File: src/rtl/uart_tx_buffered.sv
// Buffered UART transmitter: small FIFO feeding a start/data/parity/stop framer.
// Optional break generation is compiled in with `define UART_TX_BREAK_EN.
module uart_tx_buffered #(
    parameter int DATA_WIDTH = 8,
    parameter int FIFO_DEPTH = 4,
    parameter int DIV_WIDTH  = 16
) (
    input  logic                               clk,
    input  logic                               rst,
    input  logic [DATA_WIDTH-1:0]              p_data,
    input  logic                               data_valid,
    output logic                               ready,
    input  logic                               par_en,
    input  logic                               par_type,
    input  logic                               stop2,
    input  logic [DIV_WIDTH-1:0]               baud_div,
    input  logic                               send_break,
    output logic                               tx_out,
    output logic                               busy,
    output logic [$clog2(FIFO_DEPTH+1)-1:0]    fifo_count
);
    localparam int CW = $clog2(FIFO_DEPTH + 1);
    localparam int PW = $clog2(FIFO_DEPTH);
    localparam int BW = $clog2(DATA_WIDTH);

`ifdef UART_TX_BREAK_EN
    typedef enum logic [2:0] {IDLE, START, DATA, PARITY, STOP1, STOP2, BREAK} state_t;
`else
    typedef enum logic [2:0] {IDLE, START, DATA, PARITY, STOP1, STOP2} state_t;
    logic unused_break;
    assign unused_break = send_break;
`endif

    logic [DATA_WIDTH-1:0] mem [FIFO_DEPTH];
    logic [PW-1:0]         wr_ptr_reg, rd_ptr_reg;
    logic [CW-1:0]         count_reg;
    logic                  push, pop;
    logic [DATA_WIDTH-1:0] head;

    state_t                state_reg, state_next;
    logic [DATA_WIDTH-1:0] shift_reg, shift_next;
    logic [BW-1:0]         bit_cnt_reg, bit_cnt_next;
    logic [DIV_WIDTH-1:0]  div_cnt_reg, div_cnt_next;
    logic [DIV_WIDTH-1:0]  div_reg, div_next;
    logic                  par_en_reg, par_en_next;
    logic                  stop2_reg, stop2_next;
    logic                  par_bit_reg, par_bit_next;
    logic                  tx_reg, tx_next;
    logic                  load, bit_end;

    assign ready      = (count_reg != CW'(FIFO_DEPTH));
    assign push       = data_valid && ready;
    assign head       = mem[rd_ptr_reg];
    assign fifo_count = count_reg;
    assign busy       = (state_reg != IDLE);
    assign tx_out     = tx_reg;
    assign bit_end    = (div_cnt_reg == div_reg - DIV_WIDTH'(1));

    always_ff @(posedge clk) begin
        if (push) mem[wr_ptr_reg] <= p_data;
    end

    always_ff @(posedge clk or negedge rst) begin
        if (!rst) begin
            wr_ptr_reg <= '0;
            rd_ptr_reg <= '0;
            count_reg  <= '0;
        end else begin
            if (push) wr_ptr_reg <= wr_ptr_reg + PW'(1);
            if (pop)  rd_ptr_reg <= rd_ptr_reg + PW'(1);
            case ({push, pop})
                2'b10:   count_reg <= count_reg + CW'(1);
                2'b01:   count_reg <= count_reg - CW'(1);
                default: count_reg <= count_reg;
            endcase
        end
    end

    always_comb begin
        state_next   = state_reg;
        shift_next   = shift_reg;
        bit_cnt_next = bit_cnt_reg;
        div_cnt_next = div_cnt_reg;
        div_next     = div_reg;
        par_en_next  = par_en_reg;
        stop2_next   = stop2_reg;
        par_bit_next = par_bit_reg;
        load         = 1'b0;
        pop          = 1'b0;

        // Every state except IDLE/BREAK times its bit with the divider.
        if (state_reg != IDLE && state_reg != STOP2 + 3'd1 && !bit_end)
            div_cnt_next = div_cnt_reg + DIV_WIDTH'(1);
        else
            div_cnt_next = '0;

        case (state_reg)
            IDLE: begin
`ifdef UART_TX_BREAK_EN
                if (send_break)
                    state_next = BREAK;
                else
`endif
                if (count_reg != '0)
                    load = 1'b1;
            end
            START: if (bit_end) state_next = DATA;
            DATA: if (bit_end) begin
                if (bit_cnt_reg == BW'(DATA_WIDTH - 1))
                    state_next = par_en_reg ? PARITY : STOP1;
                else begin
                    bit_cnt_next = bit_cnt_reg + BW'(1);
                    shift_next   = shift_reg >> 1;
                end
            end
            PARITY: if (bit_end) state_next = STOP1;
            STOP1: if (bit_end) begin
                if (stop2_reg)               state_next = STOP2;
                else if (count_reg != '0)    load = 1'b1;
                else                         state_next = IDLE;
            end
            STOP2: if (bit_end) begin
                if (count_reg != '0) load = 1'b1;
                else                 state_next = IDLE;
            end
`ifdef UART_TX_BREAK_EN
            BREAK: if (!send_break) state_next = IDLE;
`endif
            default: state_next = IDLE;
        endcase

        // Frame setup: pop the head word and freeze the line settings.
        if (load) begin
            pop          = 1'b1;
            state_next   = START;
            shift_next   = head;
            bit_cnt_next = '0;
            div_cnt_next = '0;
            par_bit_next = (^head) ^ par_type;
            par_en_next  = par_en;
            stop2_next   = stop2;
            div_next     = (baud_div == '0) ? DIV_WIDTH'(1) : baud_div;
        end

        case (state_next)
            START:   tx_next = 1'b0;
            DATA:    tx_next = shift_next[0];
            PARITY:  tx_next = par_bit_next;
`ifdef UART_TX_BREAK_EN
            BREAK:   tx_next = 1'b0;
`endif
            default: tx_next = 1'b1;
        endcase
    end

    always_ff @(posedge clk or negedge rst) begin
        if (!rst) begin
            state_reg   <= IDLE;
            shift_reg   <= '0;
            bit_cnt_reg <= '0;
            div_cnt_reg <= '0;
            div_reg     <= '0;
            par_en_reg  <= 1'b0;
            stop2_reg   <= 1'b0;
            par_bit_reg <= 1'b0;
            tx_reg      <= 1'b1;
        end else begin
            state_reg   <= state_next;
            shift_reg   <= shift_next;
            bit_cnt_reg <= bit_cnt_next;
            div_cnt_reg <= div_cnt_next;
            div_reg     <= div_next;
            par_en_reg  <= par_en_next;
            stop2_reg   <= stop2_next;
            par_bit_reg <= par_bit_next;
            tx_reg      <= tx_next;
        end
    end
endmodule

File: config.mk
export PLATFORM = sky130hd
export DESIGN_NAME = uart_tx_buffered
export DESIGN_NICKNAME = d
export VERILOG_FILES = /design/src/rtl/uart_tx_buffered.sv
export SDC_FILE = /design/constraint.sdc
export NUM_CORES = 1
export LEC_CHECK = 0
export CORE_MARGIN = 3
export CORE_UTILIZATION = 52
export DETAILED_ROUTE_END_ITERATION = 6
export PLACE_DENSITY = 0.75
export SETUP_SLACK_MARGIN = 0.05
export SYNTH_ARGS = -nofsm -noshare
export SYNTH_HDL_FRONTEND = slang
export SYNTH_SLANG_ARGS = --single-unit
File: constraint.sdc
create_clock -name clk -period 3.85 [get_ports clk]
set_input_delay 0.5775 -clock clk [delete_from_list [all_inputs] [get_ports clk]]
set_output_delay 0.5775 -clock clk [all_outputs]
set_load 0.01 [all_outputs]
==> results of run 1 <==
## cell families (layout without fill, tap and decap cells)
logic type	Yosys count	after routing
buf+inv	26	73
flops	89	89
xor+xnor	45	45
mux	36	36
fa+ha+maj	10	10
simple gates	134	134
compound gates	46	46
## stage by stage
step	power [mW]	hold WS (ns)	instance area, sq um	cells
after floorplan	1.45	0.282	4490	386
after global placement	1.60	0.470	4980	521
after detailed placement	1.62	0.484	4980	521
after CTS	2.27	0.286	5180	537
after global routing	2.37	0.319	5210	538
final	2.25	0.267	5210	538
## final cells by class
class	instances	share of cell area, %
clock buffer	9	2.38
multi-input combinational	271	39.0
clock inverter	7	1.49
inverter	15	1.08
timing repair buffer	42	7.64
sequential	89	45.9
tap	105	2.52
## layer usage
metal | GRT usage (%) | part of all wire, %
met5 | 0 | 0
met4 | 8.19 | 2.7
met3 | 3.04 | 3.7
met2 | 29.9 | 49
met1 | 23.8 | 45
## path summary, 6_finish.rpt
kind / startpoint / to / slack, ns / cells after the start
max: div_reg[1] / tx_out / 0.22 / 11
min: rst / div_reg[4] / 0.27 / 1
max reg2reg: div_reg[1] / tx_out / 0.22 / 11
min reg2reg: par_bit_reg / par_bit_reg / 0.51 / 2
max in group asynchronous: rst / shift_reg[3] / 2.76 / 2
min in group clk: par_bit_reg / par_bit_reg / 0.51 / 2
## power by group through the flow
stage          sequential [mW]  clock [mW]  combinational (mW)
3_5_place_dp              1.20           0               0.422
3_3_place_gp              1.19           0               0.412
2_1_floorplan             1.18           0               0.266
4_1_cts                   1.18       0.671               0.423
5_1_grt                   1.19       0.712               0.466
6_report                  1.18       0.654               0.416
## worst register-to-register path, cell delays in order (launching register included)
cell	delay [ns]
dfrtp_1	0.42
inv_1	0.08
ha_1	0.20
or3b_2	0.55
xnor2_2	0.16
mux2i_1	0.22
nand4_1	0.24
or4_4	0.63
or4_4	0.51
mux2i_1	0.16
mux2i_1	0.10
o32a_1	0.31
## repair_timing
| action | 4_1_cts | 5_1_grt |
|---|---|---|
| endpoints found under the setup margin | 0 | 25 |
| buffers inserted | 0 | 1 |
| hold buffers | 0 | 0 |
| gates resized for setup | 0 | 4 |
## synthesized netlist by cell type (all sizes together), types with 2 or more instances
library cell  number
nand2b             4
a21oi             12
dfrtp             56
o31ai              2
ha                 9
nor3b              2
or3                2
and2               2
or2                3
xnor2             31
nand4              3
mux4               7
clkbuf             8
o32a               2
o21ai             15
o2bb2ai            2
or4                5
mux2              15
nand3             14
buf                3
a211oi             2
nor2              33
edfxtp            32
nor2b              3
nor4              10
and3              10
xor2              14
mux2i             14
inv               15
nand2             29
nor3              10
==> impl_metrics.yaml, run 1 <==
run_status:
  run_status: "completed"
sta:
  slew_headroom_pct: 49.5
  finalSetupViolCount: 0
  fin_worst_skew_ns: 0.00681
  worst_pin_slew_ns: 0.751
  drv_slew: 0
  fmax_mhz: 275
  worst_slack_ns: 0.216
  fin_crit_ns: 3.63
  hold_viol_final: 0
  finalSetupTns_ns: 0
  fin_crit_sh_pct: 94.4
  rsz0062_at_grt: "false"
clocking:
  clockRootBuffer: "clkbuf_8"
  clkTransAtPathRegs_ns: 0.09
  insertion_delay_ns: 0.35
  numCtsBuffers: 9
  cts_tree: "yes"
  htree_levels: 3
  clock-sinks: 89
  clockBufferDepth: 2
power_and_ir_drop:
  p_int_mw: 1.62
  p_sw_mw: 0.631
  ir_worst_vdd_mv: 0.307
  p_per_area_nw_per_um2: 432
  swShare_pct: 28.0
  power_frac_clock_pct: 29.1
  leakage_nw: 2.08
  seqPwrFrac_pct: 52.4
  power_frac_comb_pct: 18.5
floorplanning:
  ioPinCount: 37
  die_area_sq_um: 9790
  dieHeight_um: 99.0
  initial_utilization_pct: 54.2
  num_rows: 33
  fp.coreArea_sq_um: 8300
  die_w_um: 99.0
global_route:
  grt_usage_pct: 18.2
  grt_pass1_wl_mm: 14.0
  antenna_found_initial: 0
  grt_max_degree: 45
  grt_pass1_vias: 3011
  grt.overflow.total: 0
setup_path:
  crit_fanout: 4
  worst_setup_path_start_kind: "flip-flop"
  path_cells: "inv_1 > ha_1 > or3b_2 > xnor2_2 > mux2i_1 > nand4_1 > or4_4 > or4_4 > mux2i_1 > mux2i_1 > o32a_1"
  cp.arrival_ns: 3.92
  critPathTopFamily: "simple AND/OR/NAND/NOR gates"
  critical_path.max_stage_delay_ns: 0.63
  path_class: "flip-flop to flip-flop"
  slowest_stage: "or4_4"
  cp_data_required_time_ns: 4.13
  end_kind: "flip-flop"
  worst-path-buf-inv: 1
  path_common_cell: "mux2i_1"
placed_design:
  post-dp-hpwl_mm: 6.12
  gp_congestion: 0.901
  port_buffers: 35
  post-place-ws_ns: 0.197
yosys:
  synth_top_family_by_area: "simple AND/OR/NAND/NOR gates"
  synth_compound_area_share_pct: 6.43
  ys_warn_count: 0
  synthAdderAreaFrac_pct: 2.95
  synth_ff_type: "dfrtp_1"
  syn_avg_cell_area_sq_um: 11.6
  synth_edf_count: 32
  yosys.area_share.simple_pct: 16.1
  synth.distinct_cells: 54
  synth_xor_xnor_area_share_pct: 8.77
  synth_seq_area_share_pct: 53.1
  syn_area_sq_um: 4490
  synth_top_area_share_pct: 31.2
  synthCells: 386
  synth.area.mux_share_pct: 10.4
  synth_area_leader_cell: "dfrtp_1"
  ys_top_cells_by_area: "dfrtp_1 31%, edfxtp_1 21%, xnor2_1 6.0%"
  syn-num-nets: 427
  synth_seq_cells: 89
  synthArstFlopShare_pct: 64.0
hold_path:
  hp-class: "input pin to async pin"
finish:
  seq_area_sq_um: 2390
  largest_register_ffs: 32
  multi_input_area_sq_um: 2030
  fin_util_pct: 62.7
  syn2layout_area_growth_pct: 15.9
  final_cell_mix: "56 x dfrtp_1, 34 x clkdlybuf4s50_1, 33 x nor2_1"
  num-fill-cells: 669
  mostFrequentLayoutCell: "dfrtp_1"
  drive_above_1_share_pct: 14.3
  fin_nets: 469
  diodes: 0
routing:
  antenna_left: 0
  via_count: 2970
  wire_per_inst_um: 15.5
  drtPass1Iterations: 5
  vias_per_cell: 5.52
  drc: 0
  routed_wirelength_mm: 8.32
  drt_iter0_markers: 169
run:
  maxCapViolCount: 0
(Power assumes the default switching activity.)
==> inputs of run 2 (changes only) <==
- CTS_CLUSTER_SIZE: not set -> 28
- GPL_TIMING_DRIVEN: not set -> 1
==> results of run 2 <==
Final layout, timing and power as in run 1 (identical DEF).
==> inputs of run 3 (changes only) <==
- CAP_MARGIN: not set -> 20
- CORE_UTILIZATION: 52 -> 58
- PLACE_DENSITY: 0.75 -> 0.8
- clock period: 3.85 -> 3.6 ns (I/O delays scaled with it)
==> impl_metrics.yaml, run 3 (synthesized netlist as in run 1, its figures left out) <==
power_and_ir_drop:
  power_frac_clock_pct: 27.8
  p_int_mw: 1.68
  p_sw_mw: 0.714
  total_power_mw: 2.39
  p_per_area_nw_per_um2: 451
  seqPwrFrac_pct: 52.7
  power_frac_comb_pct: 19.4
  leakage_nw: 2.12
  swShare_pct: 29.8
  ir_worst_vdd_mv: 0.347
global_route:
  grt_usage_pct: 21.5
  grt_max_degree: 45
  grt.overflow.total: 0
  grt_pass1_wl_mm: 14.8
  antenna_found_initial: 0
  grt_pass1_vias: 3129
finish:
  drive_above_1_share_pct: 18.0
  mostFrequentLayoutCell: "dfrtp_1"
  seq_area_sq_um: 2390
  final_cell_mix: "56 x dfrtp_1, 34 x clkdlybuf4s50_1, 33 x nor2_1"
  largest_register_ffs: 32
  syn2layout_area_growth_pct: 18.1
  diodes: 0
  multi_input_area_sq_um: 2100
  fin_nets: 475
  num-fill-cells: 521
  stdcell_area_sq_um: 5310
setup_path:
  path_class: "flip-flop to flip-flop"
  worst_setup_path_start_kind: "flip-flop"
  end_kind: "flip-flop"
  cp_data_required_time_ns: 3.90
  r2r_cells: 11
  cp.arrival_ns: 3.77
  crit_fanout: 4
floorplanning:
  num_rows: 31
  initial_utilization_pct: 61.0
  ioPinCount: 37
  die_area_sq_um: 8840
  fp.coreArea_sq_um: 7370
  die_w_um: 94.0
  dieHeight_um: 94.0
clocking:
  htree_levels: 3
  clockRootBuffer: "clkbuf_8"
  cts_tree: "yes"
  hold_buffers: 0
  clock-sinks: 89
  insertion_delay_ns: 0.37
  clkTransAtPathRegs_ns: 0.10
  numCtsBuffers: 9
  clockBufferDepth: 2
placed_design:
  post-place-ws_ns: 0.00989
  dpl_cell_area_sq_um: 5000
  post-dp-hpwl_mm: 6.33
  port_buffers: 35
  gp_congestion: 0.923
sta:
  fin_crit_ns: 3.48
  worst_pin_slew_ns: 0.829
  finalSetupViolCount: 0
  hold_viol_final: 0
  whs_ns: 0.271
  slew_headroom_pct: 44.7
  fin_crit_sh_pct: 96.5
  finalSetupTns_ns: 0
  fin_worst_skew_ns: 0.0141
  drv_slew: 0
  worst_slack_ns: 0.124
  fmax_mhz: 288
  rsz0062_at_grt: "false"
run_status:
  run_status: "completed"
routing:
  drt_iter0_markers: 210
  routed_wirelength_mm: 8.82
  drtPass1Iterations: 4
  vias_per_cell: 5.73
  wire_per_inst_um: 16.4
  antenna_left: 0
  drc: 0
  via_count: 3082
run:
  maxCapViolCount: 0
hold_path:
  hp-class: "input pin to async pin"
==> run 3: metal layers <==
metal / track usage (%) / part of all wire [%]
met4: 7.94 / 2.7
met5: 0 / 0
met2: 36.7 / 52
met3: 3.85 / 3.4
met1: 27.2 / 42
==> run 3: path summary, 6_finish.rpt <==
kind / startpoint / slack, ns / end
worst max register to register: div_reg[1] / 0.12 / tx_out
min in group clk: stop2_reg / 0.52 / stop2_reg
worst max-delay path: div_reg[1] / 0.12 / tx_out
max in group asynchronous: rst / 2.50 / tx_out
worst min register to register: stop2_reg / 0.52 / stop2_reg
worst min-delay path: rst / 0.27 / div_cnt_reg[11]
==> run 3: what timing repair did <==
item	CTS	global route
setup buffers	1	4
setup endpoints to repair	2	11
resized for setup	1	15
pin swaps	1	9
==> run 3: critical path, stage by stage, from the launching register on <==
cell and delay, ns:
dfrtp_1 0.43, inv_1 0.11, ha_2 0.20, nor3b_4 0.25, nand2_1 0.13, a2111oi_2 0.36, nand4_1 0.26, or4_4 0.58
or4_4 0.51, mux2i_1 0.16, mux2i_1 0.11, o32a_1 0.31
==> run 3: power by group through the flow <==
stage                     Sequential [mW]  Clock, mW  Combinational [mW]
after global routing                 1.27      0.721               0.520
after detailed placement             1.28          0               0.460
final                                1.26      0.666               0.465
after global placement               1.27          0               0.439
after CTS                            1.26      0.681               0.463
after floorplan                      1.26          0               0.287
==> run 3: area by class of cell <==
type                       count  area share [%]
sequential                    89            45.0
multi-input combinational    271            39.6
inverter                      15            1.06
clock inverter                 7            1.32
clock buffer                   9            2.33
tap                           99            2.33
timing repair buffer          48            8.35
==> run 3: per-stage QoR <==
| stage | utilization [%] | cells |
|---|---|---|
| detailed placement | 67.9 | 517 |
| global placement | 67.9 | 517 |
| CTS | 70.7 | 534 |
| finish | 72.0 | 538 |
| global route | 72.0 | 538 |
| floorplan | - | 386 |
